--- src/rtl/aes_pkg.sv ---
// Shared AES definitions: state type, GF(2^8) helpers, InvMixColumns coefficients, byte indexing.
package aes_pkg;

    localparam int unsigned AES_STATE_W = 128;
    localparam int unsigned AES_NR      = 10;

    // InvMixColumns circulant coefficients
    localparam logic [7:0] GF_09 = 8'h09;
    localparam logic [7:0] GF_0B = 8'h0b;
    localparam logic [7:0] GF_0D = 8'h0d;
    localparam logic [7:0] GF_0E = 8'h0e;

    typedef logic [AES_STATE_W-1:0] state_t;

    // Occupancy of one elastic slot
    typedef enum logic [1:0] {StEmpty, StOne, StTwo} occ_e;

    // Multiply by x modulo 0x11B
    function automatic logic [7:0] gf_xtime(input logic [7:0] b);
        return {b[6:0], 1'b0} ^ (b[7] ? 8'h1b : 8'h00);
    endfunction

    // Shift-and-add multiply; constant c folds this into a few XORs
    function automatic logic [7:0] gf_mul(input logic [7:0] b, input logic [7:0] c);
        logic [7:0] acc;
        logic [7:0] p;
        acc = '0;
        p   = b;
        for (int i = 0; i < 8; i++) begin
            if (c[i]) acc = acc ^ p;
            p = gf_xtime(p);
        end
        return acc;
    endfunction

    // Byte 0 sits in the top bits of the state
    function automatic int unsigned byte_msb(input int unsigned idx);
        return AES_STATE_W - 1 - 8 * idx;
    endfunction

endpackage

--- src/rtl/inv_round_stage_if.sv ---
// Valid/ready stream carrying one AES state plus round key, last-round flag and sideband tag.
interface inv_round_stage_if #(
    parameter int unsigned TAG_W = 4
);
    import aes_pkg::*;

    logic             valid;
    logic             ready;
    state_t           state;
    state_t           key;    // only meaningful on the input side
    logic             last;
    logic [TAG_W-1:0] tag;

    modport master (output valid, state, key, last, tag, input ready);
    modport slave  (input valid, state, key, last, tag, output ready);

endinterface

--- src/rtl/inv_Mix_columns.sv ---
// Combinational InvMixColumns over all four columns of the state.
module inv_Mix_columns
    import aes_pkg::*;
(
    input  state_t in_i,
    output state_t out_o
);

    for (genvar c = 0; c < 4; c++) begin : g_col
        localparam int unsigned Msb0 = byte_msb(4 * c);
        localparam int unsigned Msb1 = byte_msb(4 * c + 1);
        localparam int unsigned Msb2 = byte_msb(4 * c + 2);
        localparam int unsigned Msb3 = byte_msb(4 * c + 3);

        logic [7:0] a0, a1, a2, a3;
        assign a0 = in_i[Msb0 -: 8];
        assign a1 = in_i[Msb1 -: 8];
        assign a2 = in_i[Msb2 -: 8];
        assign a3 = in_i[Msb3 -: 8];

        assign out_o[Msb0 -: 8] = gf_mul(a0, GF_0E) ^ gf_mul(a1, GF_0B)
                                ^ gf_mul(a2, GF_0D) ^ gf_mul(a3, GF_09);
        assign out_o[Msb1 -: 8] = gf_mul(a0, GF_09) ^ gf_mul(a1, GF_0E)
                                ^ gf_mul(a2, GF_0B) ^ gf_mul(a3, GF_0D);
        assign out_o[Msb2 -: 8] = gf_mul(a0, GF_0D) ^ gf_mul(a1, GF_09)
                                ^ gf_mul(a2, GF_0E) ^ gf_mul(a3, GF_0B);
        assign out_o[Msb3 -: 8] = gf_mul(a0, GF_0B) ^ gf_mul(a1, GF_0D)
                                ^ gf_mul(a2, GF_09) ^ gf_mul(a3, GF_0E);
    end

endmodule

--- src/rtl/inv_round_slot.sv ---
// Elastic slot: output register plus one skid register; ready comes straight from a flop.
module inv_round_slot
    import aes_pkg::*;
#(
    parameter int unsigned Width = 133
) (
    input  logic             clk,
    input  logic             rst,
    input  logic             in_valid_i,
    output logic             in_ready_o,
    input  logic [Width-1:0] in_data_i,
    output logic             out_valid_o,
    input  logic             out_ready_i,
    output logic [Width-1:0] out_data_o
);

    occ_e             occ_q, occ_d;
    logic [Width-1:0] main_q, main_d;
    logic [Width-1:0] skid_q, skid_d;
    logic             push, pop;

    assign in_ready_o  = (occ_q != StTwo);
    assign out_valid_o = (occ_q != StEmpty);
    assign out_data_o  = main_q;
    assign push        = in_valid_i && in_ready_o;
    assign pop         = out_ready_i && out_valid_o;

    // Occupancy and payload registers; reset discards anything in flight
    always_ff @(posedge clk or posedge rst) begin
        if (rst) begin
            occ_q  <= StEmpty;
            main_q <= '0;
            skid_q <= '0;
        end else begin
            occ_q  <= occ_d;
            main_q <= main_d;
            skid_q <= skid_d;
        end
    end

    // Next occupancy; main is only rewritten when empty or being accepted, so it stays stable
    always_comb begin
        occ_d  = occ_q;
        main_d = main_q;
        skid_d = skid_q;
        unique case (occ_q)
            StEmpty: begin
                if (push) begin
                    main_d = in_data_i;
                    occ_d  = StOne;
                end
            end
            StOne: begin
                if (push && pop) begin
                    main_d = in_data_i;
                end else if (push) begin
                    skid_d = in_data_i;
                    occ_d  = StTwo;
                end else if (pop) begin
                    occ_d = StEmpty;
                end
            end
            StTwo: begin
                if (pop) begin
                    main_d = skid_q;
                    occ_d  = StOne;
                end
            end
            default: occ_d = StEmpty;
        endcase
    end

endmodule

--- src/rtl/inv_round_stage.sv ---
// Back half of an AES-128 decryption round: AddRoundKey, then InvMixColumns unless last round.
// Define INV_ROUND_PIPE2_EN to register the AddRoundKey result before InvMixColumns.
module inv_round_stage
    import aes_pkg::*;
#(
    parameter int unsigned TAG_W = 4  // must match the interfaces' TAG_W
) (
    input  logic                 clk,
    input  logic                 rst,
    inv_round_stage_if.slave     in_if,
    inv_round_stage_if.master    out_if
);

    localparam int unsigned PW = AES_STATE_W + 1 + TAG_W;

    state_t           ark;
    state_t           mix_in;
    state_t           mix_out;
    state_t           res;
    logic             mix_last;
    logic [TAG_W-1:0] mix_tag;
    logic             mix_valid;
    logic             mix_ready;
    logic [PW-1:0]    out_data;

    assign ark = in_if.state ^ in_if.key;

`ifdef INV_ROUND_PIPE2_EN
    logic [PW-1:0] ark_data;

    inv_round_slot #(.Width(PW)) u_slot_ark (
        .clk         (clk),
        .rst         (rst),
        .in_valid_i  (in_if.valid),
        .in_ready_o  (in_if.ready),
        .in_data_i   ({ark, in_if.last, in_if.tag}),
        .out_valid_o (mix_valid),
        .out_ready_i (mix_ready),
        .out_data_o  (ark_data)
    );

    assign mix_in   = ark_data[PW-1 -: AES_STATE_W];
    assign mix_last = ark_data[TAG_W];
    assign mix_tag  = ark_data[TAG_W-1:0];
`else
    assign mix_in      = ark;
    assign mix_last    = in_if.last;
    assign mix_tag     = in_if.tag;
    assign mix_valid   = in_if.valid;
    assign in_if.ready = mix_ready;
`endif

    inv_Mix_columns u_mix (
        .in_i  (mix_in),
        .out_o (mix_out)
    );

    assign res = mix_last ? mix_in : mix_out;

    inv_round_slot #(.Width(PW)) u_slot_out (
        .clk         (clk),
        .rst         (rst),
        .in_valid_i  (mix_valid),
        .in_ready_o  (mix_ready),
        .in_data_i   ({res, mix_last, mix_tag}),
        .out_valid_o (out_if.valid),
        .out_ready_i (out_if.ready),
        .out_data_o  (out_data)
    );

    assign out_if.state = out_data[PW-1 -: AES_STATE_W];
    assign out_if.last  = out_data[TAG_W];
    assign out_if.tag   = out_data[TAG_W-1:0];
    assign out_if.key   = '0;  // no key travels downstream

endmodule
--- src/flat_wrapper.sv ---
// flat-port wrapper written by rule: the top's interface ports become plain ports
module inv_round_stage_flat import aes_pkg::*;
#(
    parameter int unsigned TAG_W = 4                                     
)
  (clk, rst, in_if_valid, in_if_state, in_if_key, in_if_last, in_if_tag, in_if_ready, out_if_valid, out_if_state, out_if_key, out_if_last, out_if_tag, out_if_ready);
  inv_round_stage_if #(.TAG_W(TAG_W)) in_if_i ();
  inv_round_stage_if #(.TAG_W(TAG_W)) out_if_i ();
  input  logic clk;
  input  logic rst;
  input wire logic [$bits(in_if_i.valid)-1:0] in_if_valid;
  input wire logic [$bits(in_if_i.state)-1:0] in_if_state;
  input wire logic [$bits(in_if_i.key)-1:0] in_if_key;
  input wire logic [$bits(in_if_i.last)-1:0] in_if_last;
  input wire logic [$bits(in_if_i.tag)-1:0] in_if_tag;
  output wire logic [$bits(in_if_i.ready)-1:0] in_if_ready;
  output wire logic [$bits(out_if_i.valid)-1:0] out_if_valid;
  output wire logic [$bits(out_if_i.state)-1:0] out_if_state;
  output wire logic [$bits(out_if_i.key)-1:0] out_if_key;
  output wire logic [$bits(out_if_i.last)-1:0] out_if_last;
  output wire logic [$bits(out_if_i.tag)-1:0] out_if_tag;
  input wire logic [$bits(out_if_i.ready)-1:0] out_if_ready;
  assign in_if_i.valid = in_if_valid;
  assign in_if_i.state = in_if_state;
  assign in_if_i.key = in_if_key;
  assign in_if_i.last = in_if_last;
  assign in_if_i.tag = in_if_tag;
  assign in_if_ready = in_if_i.ready;
  assign out_if_valid = out_if_i.valid;
  assign out_if_state = out_if_i.state;
  assign out_if_key = out_if_i.key;
  assign out_if_last = out_if_i.last;
  assign out_if_tag = out_if_i.tag;
  assign out_if_i.ready = out_if_ready;
  inv_round_stage #(.TAG_W(TAG_W)) u_core (.clk(clk), .rst(rst), .in_if(in_if_i), .out_if(out_if_i));
endmodule
--- config.mk ---
export PLATFORM = sky130hd
export DESIGN_NAME = inv_round_stage_flat
export DESIGN_NICKNAME = d
export VERILOG_FILES = /design/src/rtl/aes_pkg.sv /design/src/rtl/inv_round_stage_if.sv /design/src/rtl/inv_Mix_columns.sv /design/src/rtl/inv_round_slot.sv /design/src/rtl/inv_round_stage.sv /design/src/flat_wrapper.sv
export SDC_FILE = /design/constraint.sdc
export NUM_CORES = 1
export LEC_CHECK = 0
export BUFFER_PORTS_ARGS = -buffer_cell sky130_fd_sc_hd__clkbuf_2
export CAP_MARGIN = 10
export CORE_MARGIN = 5
export CORE_UTILIZATION = 55
export DETAILED_ROUTE_END_ITERATION = 16
export PLACE_DENSITY = 0.86
export SYNTH_ARGS = -nofsm -noshare
export SYNTH_HDL_FRONTEND = slang
export SYNTH_SLANG_ARGS = --single-unit
--- constraint.sdc ---
create_clock -name clk -period 15 [get_ports clk]
set_input_delay 1.5 -clock clk [delete_from_list [all_inputs] [get_ports clk]]
set_output_delay 1.5 -clock clk [all_outputs]
set_load 0.005 [all_outputs]
Word-level counts from Yosys, hierarchy flattened
Cells that the tools add are included.

word-level totals
  register bits after elaboration = 268
  RAM bits = 0
  bits in read-only memories = 0
  word-level logic and storage cells = 289
  bits of input ports = 265
  memories kept = 0
  output and inout bits = 263
  bits in latches = 0

cells by class
  reductions and logical operators = 9
  eq/ne operators = 8
  order comparisons = 0
  divide/modulo/power cells = 0
  $add $sub $neg = 0
  shift-type cells = 0
  multiplexer cells = 59
  bitwise logic cells = 210
  multipliers = 0

operators with widths
  operator                                                         count
  8-bit bitwise XOR                                                167
  133-bit 2-to-1 mux                                               3
  133-bit one-hot mux with 3 select lines                          1
  8-bit by 5-bit bitwise XOR with 8-bit output                     41
  5-bit 2-to-1 mux                                                 48
  128-bit 2-to-1 mux                                               1
  128-bit bitwise XOR                                              1
  2-bit 2-to-1 mux                                                 5
  2-bit inequality test, second input constant                     5
  4-bit AND reduction                                              2
  2-bit one-hot mux with 3 select lines                            1
  1-bit logical AND                                                3
  3-bit inequality test, second input constant                     1
  3-bit AND reduction                                              1
  3-bit nonzero test                                               1
  2-bit by 1-bit == test with 1-bit output, second input constant  1
  2-bit == test, second input constant                             1
  2-bit zero test                                                  1
  2-bit nonzero test                                               1
  1-bit NOT                                                        1

Longest topological paths before layout
Gate-level depths: netlist of run 1.

  depth in word-level cells = 14
  mapped depth = 9
  gate-level depth less buffers = 7

Modules after synthesis
A second synthesis of run 1 with hierarchy kept.

second synthesis, totals
  cell total of the unflattened synthesis = 1,966
  area total of the unflattened synthesis = 25,107.8 sq um

by module, submodules not included
  module           seq. area each (sq um)  area each (sq um)  cells each  times used
  inv_round_slot   6,706.4                 12,366.9           723         1
  inv_Mix_columns  0.0                     9,036.2            844         1
  inv_round_stage  0.0                     3,704.8            399         1

Worst setup path after synthesis of run 1
Ideal clock, no wire load.

  kind = in2reg
  start point = in in_if_key[54]
  end point = reg u_core.u_slot_out.skid_q[49]
  path buffers = 0
  data required time = 14.871 ns
  library setup time = 0.129 ns
  stages on the path = 7
  path slack = 11.357 ns
  arrival = 3.514 ns
  path through = xnor2_2 > xor3_2 > xor2_2 > xnor3_1 > xnor3_1 > o21ai_1 > o21ai_1

between the ends
  word-level cells in the longest chain between the ends = 10

ends and longest elaborated chain
  what                                                       RTL line               text
  start: declaration                                         flat_wrapper.sv:13     input wire logic [$bits(in_if_i.key)-1:0] in_if_key;
  128-bit bitwise XOR                                        inv_round_stage.sv:26  assign ark = in_if.state ^ in_if.key;
  8-bit by 5-bit bitwise XOR with 8-bit output               aes_pkg.sv:20          return {b[6:0], 1'b0} ^ (b[7] ? 8'h1b : 8'h00);
  5-bit 2-to-1 mux                                           aes_pkg.sv:20
  8-bit by 5-bit bitwise XOR with 8-bit output (2 in a row)  aes_pkg.sv:20
  8-bit bitwise XOR                                          aes_pkg.sv:30          if (c[i]) acc = acc ^ p;
  8-bit bitwise XOR                                          inv_Mix_columns.sv:25  assign out_o[Msb2 -: 8] = gf_mul(a0, GF_0D) ^ gf_mul(a1, GF_09)
  8-bit bitwise XOR (2 in a row)                             inv_Mix_columns.sv:26  ^ gf_mul(a2, GF_0E) ^ gf_mul(a3, GF_0B);
  128-bit 2-to-1 mux                                         inv_round_stage.sv:58  assign res = mix_last ? mix_in : mix_out;
  end signal: assignment                                     inv_round_slot.sv:37   skid_q <= skid_d;
  end: declaration                                           inv_round_slot.sv:19   logic [Width-1:0] skid_q, skid_d;

Every way passes these cells.
A chain may end at the register's enable or synchronous reset.

Worst setup path in the final report of run 1
  start point = in in_if_valid
  end point = reg u_core.u_slot_out.main_q[131], in the netlist u_core.u_slot_out.out_data_o[131]

between the ends
  word-level cells in the longest chain between the ends = 4
  elaborated cells on any way between the ends = 5
  classes of those cells = eq/ne (2); reduce/logical (3)

ends and longest elaborated chain
  what                                      RTL line              text
  start: declaration                        flat_wrapper.sv:11    input wire logic [$bits(in_if_i.valid)-1:0] in_if_valid;
  1-bit logical AND (*)                     inv_round_slot.sv:25  assign push = in_valid_i && in_ready_o;
  1-bit logical AND                         inv_round_slot.sv:54  if (push && pop) begin
  2-bit inequality test (no source line)    --
  4-bit AND reduction (no source line) (*)  --
  end signal: assignment                    inv_round_slot.sv:36  main_q <= main_d;
  end: declaration                          inv_round_slot.sv:18  logic [Width-1:0] main_q, main_d;

Mark *: on every way between the ends. The rest lies on a longest branch, timed or not.

==> results of run 1 <==
==> synth_stat cells (3+ instances only) <==
cell / number / share of area
xnor2_1: 505 / 0.18
dfrtp_1: 268 / 0.28
nand2_1: 251 / 0.039
o21ai_0: 220 / 0.046
xnor3_1: 156 / 0.15
a21oi_1: 155 / 0.032
buf_4: 128 / 0.040
xor2_1: 115 / 0.042
clkbuf_1: 109 / 0.017
nor2_1: 105 / 0.016
xnor2_2: 51 / 0.035
and3_1: 49 / 0.013
o211ai_1: 42 / 0.013
a31oi_1: 33 / 0.0086
mux2_2: 28 / 0.013
mux2i_1: 18 / 0.0075
xnor2_4: 16 / 0.018
o21a_1: 15 / 0.0047
o21ai_1: 15 / 0.0031
xor3_1: 14 / 0.014
a21o_1: 13 / 0.0041
and2_1: 10 / 0.0026
buf_1: 7 / 0.0011
xor2_2: 7 / 0.0047
a211o_1: 5 / 0.0018
o31ai_1: 5 / 0.0016
a211oi_1: 3 / 0.00094
nand3_1: 3 / 0.00063
or2_2: 3 / 0.00078
==> area by class of cell <==
| class | count | area, sq um |
|---|---|---|
| flip-flops and latches | 268 | 6710 |
| clock inverters | 18 | 191 |
| clock buffers | 38 | 862 |
| repair buffers | 419 | 2170 |
| inverters | 3 | 20.0 |
| fillers | 3544 | 16000 |
| multi-input cells | 1979 | 16400 |
| well taps | 585 | 732 |
==> per-stage QoR <==
| step | cell area, sq um | setup slack, ps | utilization |
|---|---|---|---|
| finish | 27100 | 10990 | 0.628 |
| global route | 27100 | 10710 | 0.628 |
| CTS | 27100 | 11000 | 0.628 |
| detailed placement | 26000 | 10390 | 0.604 |
| global placement | 26000 | 10490 | 0.604 |
| floorplan | 24500 | 6120 | - |
==> state kept, by name (all words and copies together) (netlist names) <==
register and count:
u_core.u_slot_out.occ_q 2, u_core.u_slot_out.out_data_o 133, u_core.u_slot_out.skid_q 133
==> worst min-delay path: cells and delay by family, from the launching register on <==
kind	cells	cell delay, ps
and+or+nand+nor	1	40
AOI/OAI and AO/OA	1	60
DFF	1	340
==> metal layers <==
metal / GRT usage / up-vias / part of all wire
met2: 0.474 / 793 / 0.50
met4: 0.0741 / 0 / 0.027
met3: 0.0390 / 117 / 0.076
met5: 0 / - / 0
li1: - / 8371 / -
met1: 0.364 / 9012 / 0.40
==> path summary, 6_finish.rpt <==
path,depth (start not counted),slack [ps],from,endpoint
max,9,10990,in_if_valid,u_core.u_slot_out.out_data_o[131]
min,2,470,u_core.u_slot_out.skid_q[18],u_core.u_slot_out.skid_q[18]
max reg2reg,8,11610,u_core.u_slot_out.occ_q[1],u_core.u_slot_out.out_data_o[131]
min reg2reg,2,470,u_core.u_slot_out.skid_q[18],u_core.u_slot_out.skid_q[18]
max in group asynchronous,3,12320,rst,u_core.u_slot_out.skid_q[11]
min in group asynchronous,2,1090,rst,u_core.u_slot_out.out_data_o[75]
==> logic make-up (layout without fill, tap and decap cells) <==
| kind of cell | Yosys count | in the layout | share of synthesized area |
|---|---|---|---|
| other | 1 | 128 | 0.000156 |
| AO/OA/AOI/OAI | 512 | 512 | 0.119 |
| buffers and inverters | 248 | 478 | 0.0589 |
| flip-flops | 268 | 268 | 0.280 |
| multiplexers | 46 | 46 | 0.0207 |
| AND/OR/NAND/NOR | 425 | 425 | 0.0736 |
| XOR/XNOR | 868 | 868 | 0.449 |
==> power by group through the flow <==
stage | sequential, mW | clock [mW] | combinational [mW]
after floorplan | 1.25 | 0 | 2.45
after global placement | 1.28 | 0 | 3.19
after detailed placement | 1.30 | 0 | 3.27
after CTS | 1.29 | 0.787 | 3.29
after global routing | 1.32 | 0.818 | 3.55
final | 1.29 | 0.774 | 3.29
==> results.md, run 1 <==
- Mapped Area: 24,000 sq um
- Mapped Cells: 2,368
- HPWL after detailed placement: 50,500 um
- DRT Pass-1 Iters: 6
- Slew Limit Fails: 0
- Fin nets: 2,967
- Post-CTS Resized: 0
- DIE WIDTH: 219 um
- Sw power: 2.16 mW
- Hold Path Class: reg2reg
- Worst Setup End Kind: register
- Seq pwr share: 0.241
- Total clock sinks: 268
- Clock power share: 0.144
- Clk slew on worst S/H paths: 60 ps
- Placed Cells: 3,254
- Grt total ovfl: 0
- Synth Area per Inst: 10.1 sq um
- Share of cells above drive strength 1: 0.217
- Drt via density: 5.53
- Post-CTS Setup Inserts: 0
- Total I/O pin count: 528
- Yosys synthesis warning count: 0
- Antenna diodes: 0
- Primary FF master, synth: dfrtp_1
- Crit path buffers/inverters: 2
- Seq cells post-synth: 268
- Die ar.: 47,900 sq um
- Crit path top cell by count: a21oi_1
- Final period util: 0.267
- Crit-path slowest cell: buf_4
- Commonest cells after routing, fill and taps aside: 505 x xnor2_1, 398 x clkbuf_2, 268 x dfrtp_1
- Max IR drop VDD: 0.000114 V
- Remaining DRCs: 0
- Internal Power: 3.20 mW
- Routed len/inst: 20.6 um
- Antenna violations before repair: 1
- Critical path launch point type: input pin
- Iteration-0 DRC Markers: 1,510
- Combinational fraction of design power: 0.615
- Final Skew: 5.75 ps
- Area growth, synth to finish: 12.8%
- Post-Layout Cell Count: 3,310
- Pin count of the biggest net entering global routing: 248
- Status: completed
- Core ar.: 43,100 sq um
- Root buffer cell: clkbuf_16
- Starting Density: 0.557
- IO Port Bufs: 399
- Clk Latency, worst-skew pair: 560 ps
- Hold_buf cts: 0
- Final ANT Viol Nets: 0
- Sequential fraction of the synthesis area: 0.280
- Max Cap Violations: 0
- GP Congestion: 0.955
- Slew @ Worst Pin: 1100 ps
- RSZ-0062 raised after global routing: no
- Drt total wl: 68,300 um
- CP Max Fanout: 99
- Critical path, cell by cell: clkbuf_2 > nor2b_1 > a21oi_1 > nor2_1 > a21o_4 > buf_4 > and3_1 > a21oi_1 > o21ai_0
- Worst endpoint required time: 15,450 ps
- PwrDens: 198 nW/um^2
- H-tree level count: 1
- Unique cell type count in the Yosys netlist: 44
- Via count: 18,293
- Tmin final: 4010 ps
- Tot GR Track Use: 0.274
- Setup TNS: 0 ps
- Row Count: 76
- Setup violators final: 0
- Leading cell type in the layout, fill and taps excluded: xnor2_1
- FMAX: 249 MHz
- Vias in the first global route: 18,577
- Max incr delay on CP: 880 ps
- Num CTS Buffers: 31
- TritonCTS clock tree: built
- Total power: 5.36 mW
- Final count of hold timing violations: 0
- P_leak: 12.9 nW
- Final hold slack: 475 ps
- First-pass GRT wire length: 104,000 um
- Slew Limit Headroom: 0.264
- CP delay by family, top: buffers and inverters
- Longest Clk Path Bufs: 3
- WP data arrival: 4460 ps
- Sw Ratio: 0.403
- Chip height: 219 um
- Crit path kind: in2reg
- Post-synthesis async set-or-reset flop share: 1.00
- Number of flops mapped to enable cells by yosys: 0
(Power assumes the default switching activity.)
==> inputs of run 2 (changes only) <==
==> constraint.sdc (replaced) <==
create_clock -name clk -period 4.2 [get_ports clk]
set_input_delay 0.42 -clock clk [delete_from_list [all_inputs] [get_ports clk]]
set_output_delay 0.42 -clock clk [all_outputs]
set_load 0.005 [all_outputs]
==> run 2 against run 1 <==
Effect of this change: sequential share of layout area is 0.24 points lower; highest routed layer unchanged; flip-flop and latch count is the same; utilization grew 0.62 points.
==> results.md, run 2 (synthesis results as in run 1) <==
- R2r worst-path depth: 8 (unchanged)
- Hold_buf cts: 1 (+1)
- Final count of hold timing violations: 0 (unchanged)
- Combinational fraction of design power: 0.621 (+0.006)
- Sw power: 7.75 mW (+260%)
- Worst endpoint required time: 3780 ps (-11,670 ps)
- Via count: 18,366 (+0.40%)
- Chip height: 219 um (unchanged)
- Hold Path Origin: in_if_tag[0]
- Sw Ratio: 0.405 (+0.00198)
- Leading cell type in the layout, fill and taps excluded: xnor2_1
- Final period util: 0.713
- Post-CTS Setup Inserts: 0 (unchanged)
- Slew @ Worst Pin: 1050 ps (-58.3 ps)
- Status: completed
- TritonCTS clock tree: built
- Total I/O pin count: 528 (unchanged)
- Area growth, synth to finish: 13.9%
- Max IR drop VDD: 0.000379 V (+230%)
- Root buffer cell: clkbuf_16
- Num CTS Buffers: 31 (unchanged)
- Pin count of the biggest net entering global routing: 142 (-43%)
- Share of cells above drive strength 1: 0.225 (+0.00775)
- Total clock sinks: 268 (unchanged)
- Slew Limit Headroom: 0.303 (+0.0389)
- RSZ-0062 raised after global routing: no
- Fin nets: 3,002 (+1.2%)
- DIE WIDTH: 219 um (unchanged)
- CP Max Fanout: 38 (-62%)
- H-tree level count: 1 (unchanged)
- Grt total ovfl: 0 (unchanged)
- Clk slew on worst S/H paths: 60 ps (about the same)
- Hold Path Class: in2reg
- Final Skew: 17.3 ps (+11.5 ps)
- First-pass GRT wire length: 107,000 um (+2.2%)
- Worst R2R Start: u_core.u_slot_out.occ_q[1]
- Die ar.: 47,900 sq um (unchanged)
- Hold path endpoint: u_core.u_slot_out.skid_q[0]
- FMAX: 334 MHz
- Tmin final: 2990 ps
- Clk Latency, worst-skew pair: 580 ps (+20 ps)
- Remaining DRCs: 0 (unchanged)
- DRT Pass-1 Iters: 5 (-1)
- Antenna diodes: 0 (unchanged)
- Clock power share: 0.140 (-0.004)
- Max Cap Violations: 0 (unchanged)
- FF-to-FF End: u_core.u_slot_out.out_data_o[127]
- P_leak: 13.0 nW (+1.2%)
- Final ANT Viol Nets: 0 (unchanged)
- Crit path kind: reg2out
- Core ar.: 43,100 sq um (unchanged)
- Worst Setup End Kind: primary output
- FILL cells: 3,468 (-2.1%)
- Starting Density: 0.557 (unchanged)
- Hold Path Stages: 2 (unchanged)
- Critical path launch point type: register
- WP data arrival: 2570 ps (-1890 ps)
- Internal reg-to-reg setup slack: 1300 ps (-10,310 ps)
- Antenna violations before repair: 0 (-1)
- Longest Clk Path Bufs: 3 (unchanged)
- Iteration-0 DRC Markers: 1,520 (+0.66%)
- Vias in the first global route: 18,715 (+0.74%)
- Slew Limit Fails: 0 (unchanged)
- Internal Power: 11.4 mW (+260%)
- Drt via density: 5.49 (-0.65%)
- IO Port Bufs: 399 (unchanged)
- Row Count: 76 (unchanged)
- Tot GR Track Use: 0.282 (+0.00798)
- HPWL after detailed placement: 51,900 um (+2.8%)
- Total power: 19.1 mW (+260%)
- Setup violators final: 0 (unchanged)
- Routed len/inst: 20.9 um (+1.2%)
- Setup TNS: 0 ps (unchanged)
- Commonest cells after routing, fill and taps aside: 505 x xnor2_1, 398 x clkbuf_2, 268 x dfrtp_1
- GP Congestion: 0.978 (+2.4%)
- Drt total wl: 69,900 um (+2.3%)
- Seq pwr share: 0.240 (about the same)
- PwrDens: 700 nW/um^2 (+250%)
- Post-CTS Resized: 0 (unchanged)
-- run 2: cell count changes in the layout (fill, tap and decap cells not counted) --
| cell | previous run | this run |
|---|---|---|
| buf_12 | 1 | 5 |
| buf_4 | 19 | 49 |
| bufinv_16 | 3 | 2 |
| clkbuf_1 | 1 | 6 |
| clkbuf_8 | 6 | 4 |
| clkinv_2 | 9 | 5 |
| clkinv_4 | 0 | 7 |
| clkinvlp_4 | 4 | 2 |
| dlygate4sd3_1 | 0 | 1 |
| inv_8 | 3 | 0 |
-- run 2: area by class of cell --
class,instances,area (sq um),share of cell area
Multi-Input combinational cell,1979,16400,0.599
Inverter,3,16.3,0.000595
Clock inverter,15,158,0.00577
Timing Repair Buffer,454,2480,0.0908
Tap cell,585,732,0.0268
Clock buffer,41,853,0.0312
Sequential cell,268,6710,0.245
-- run 2: worst max path at each step --
stage	from	endpoint	slack, ps	cells after the start
finish	u_core.u_slot_out.occ_q[1]	in_if_ready	1210	4
global route	u_core.u_slot_out.occ_q[1]	u_core.u_slot_out.out_data_o[127]	1090	8
CTS	u_core.u_slot_out.occ_q[1]	in_if_ready	1200	4
detailed placement	in_if_key[118]	u_core.u_slot_out.out_data_o[102]	930	8
global placement	in_if_key[118]	u_core.u_slot_out.out_data_o[102]	920	8
floorplan	rst	u_core.u_slot_out.occ_q[0]	240	1
-- run 2: metrics by stage --
stage                     setup slack [ps]  cells  area [sq um]  hold WS (ps)   util
after detailed placement               926   3288         26300           462  0.611
after global placement                 922   3288         26300           451  0.611
after global routing                  1090   3345         27300          85.1  0.634
after floorplan                        241   2495         24500           440      -
after CTS                             1200   3345         27300          56.9  0.634
final                                 1210   3345         27300          81.1  0.634
-- run 2: critical path, cell delays in order, from the launching register on --
cell      delay [ps]
dfrtp_1          410
nor2b_4          210
inv_2            770
buf_4            400
clkbuf_2         160
-- run 2: layer usage --
layer / track usage / vias up / part of all wire
li1: - / 8444 / -
met1: 0.373 / 8923 / 0.39
met2: 0.483 / 861 / 0.49
met3: 0.0443 / 138 / 0.078
met4: 0.0842 / 0 / 0.033
met5: 0 / - / 0
-- run 2: power groups by stage --
stage          sequential [mW]  clock [mW]  combinational, mW
6_report                  4.58        2.67               11.9
3_5_place_dp              4.60           0               11.8
5_1_grt                   4.72        2.83               12.8
3_3_place_gp              4.53           0               11.5
4_1_cts                   4.57        2.73               11.9
2_1_floorplan             4.45           0               8.77
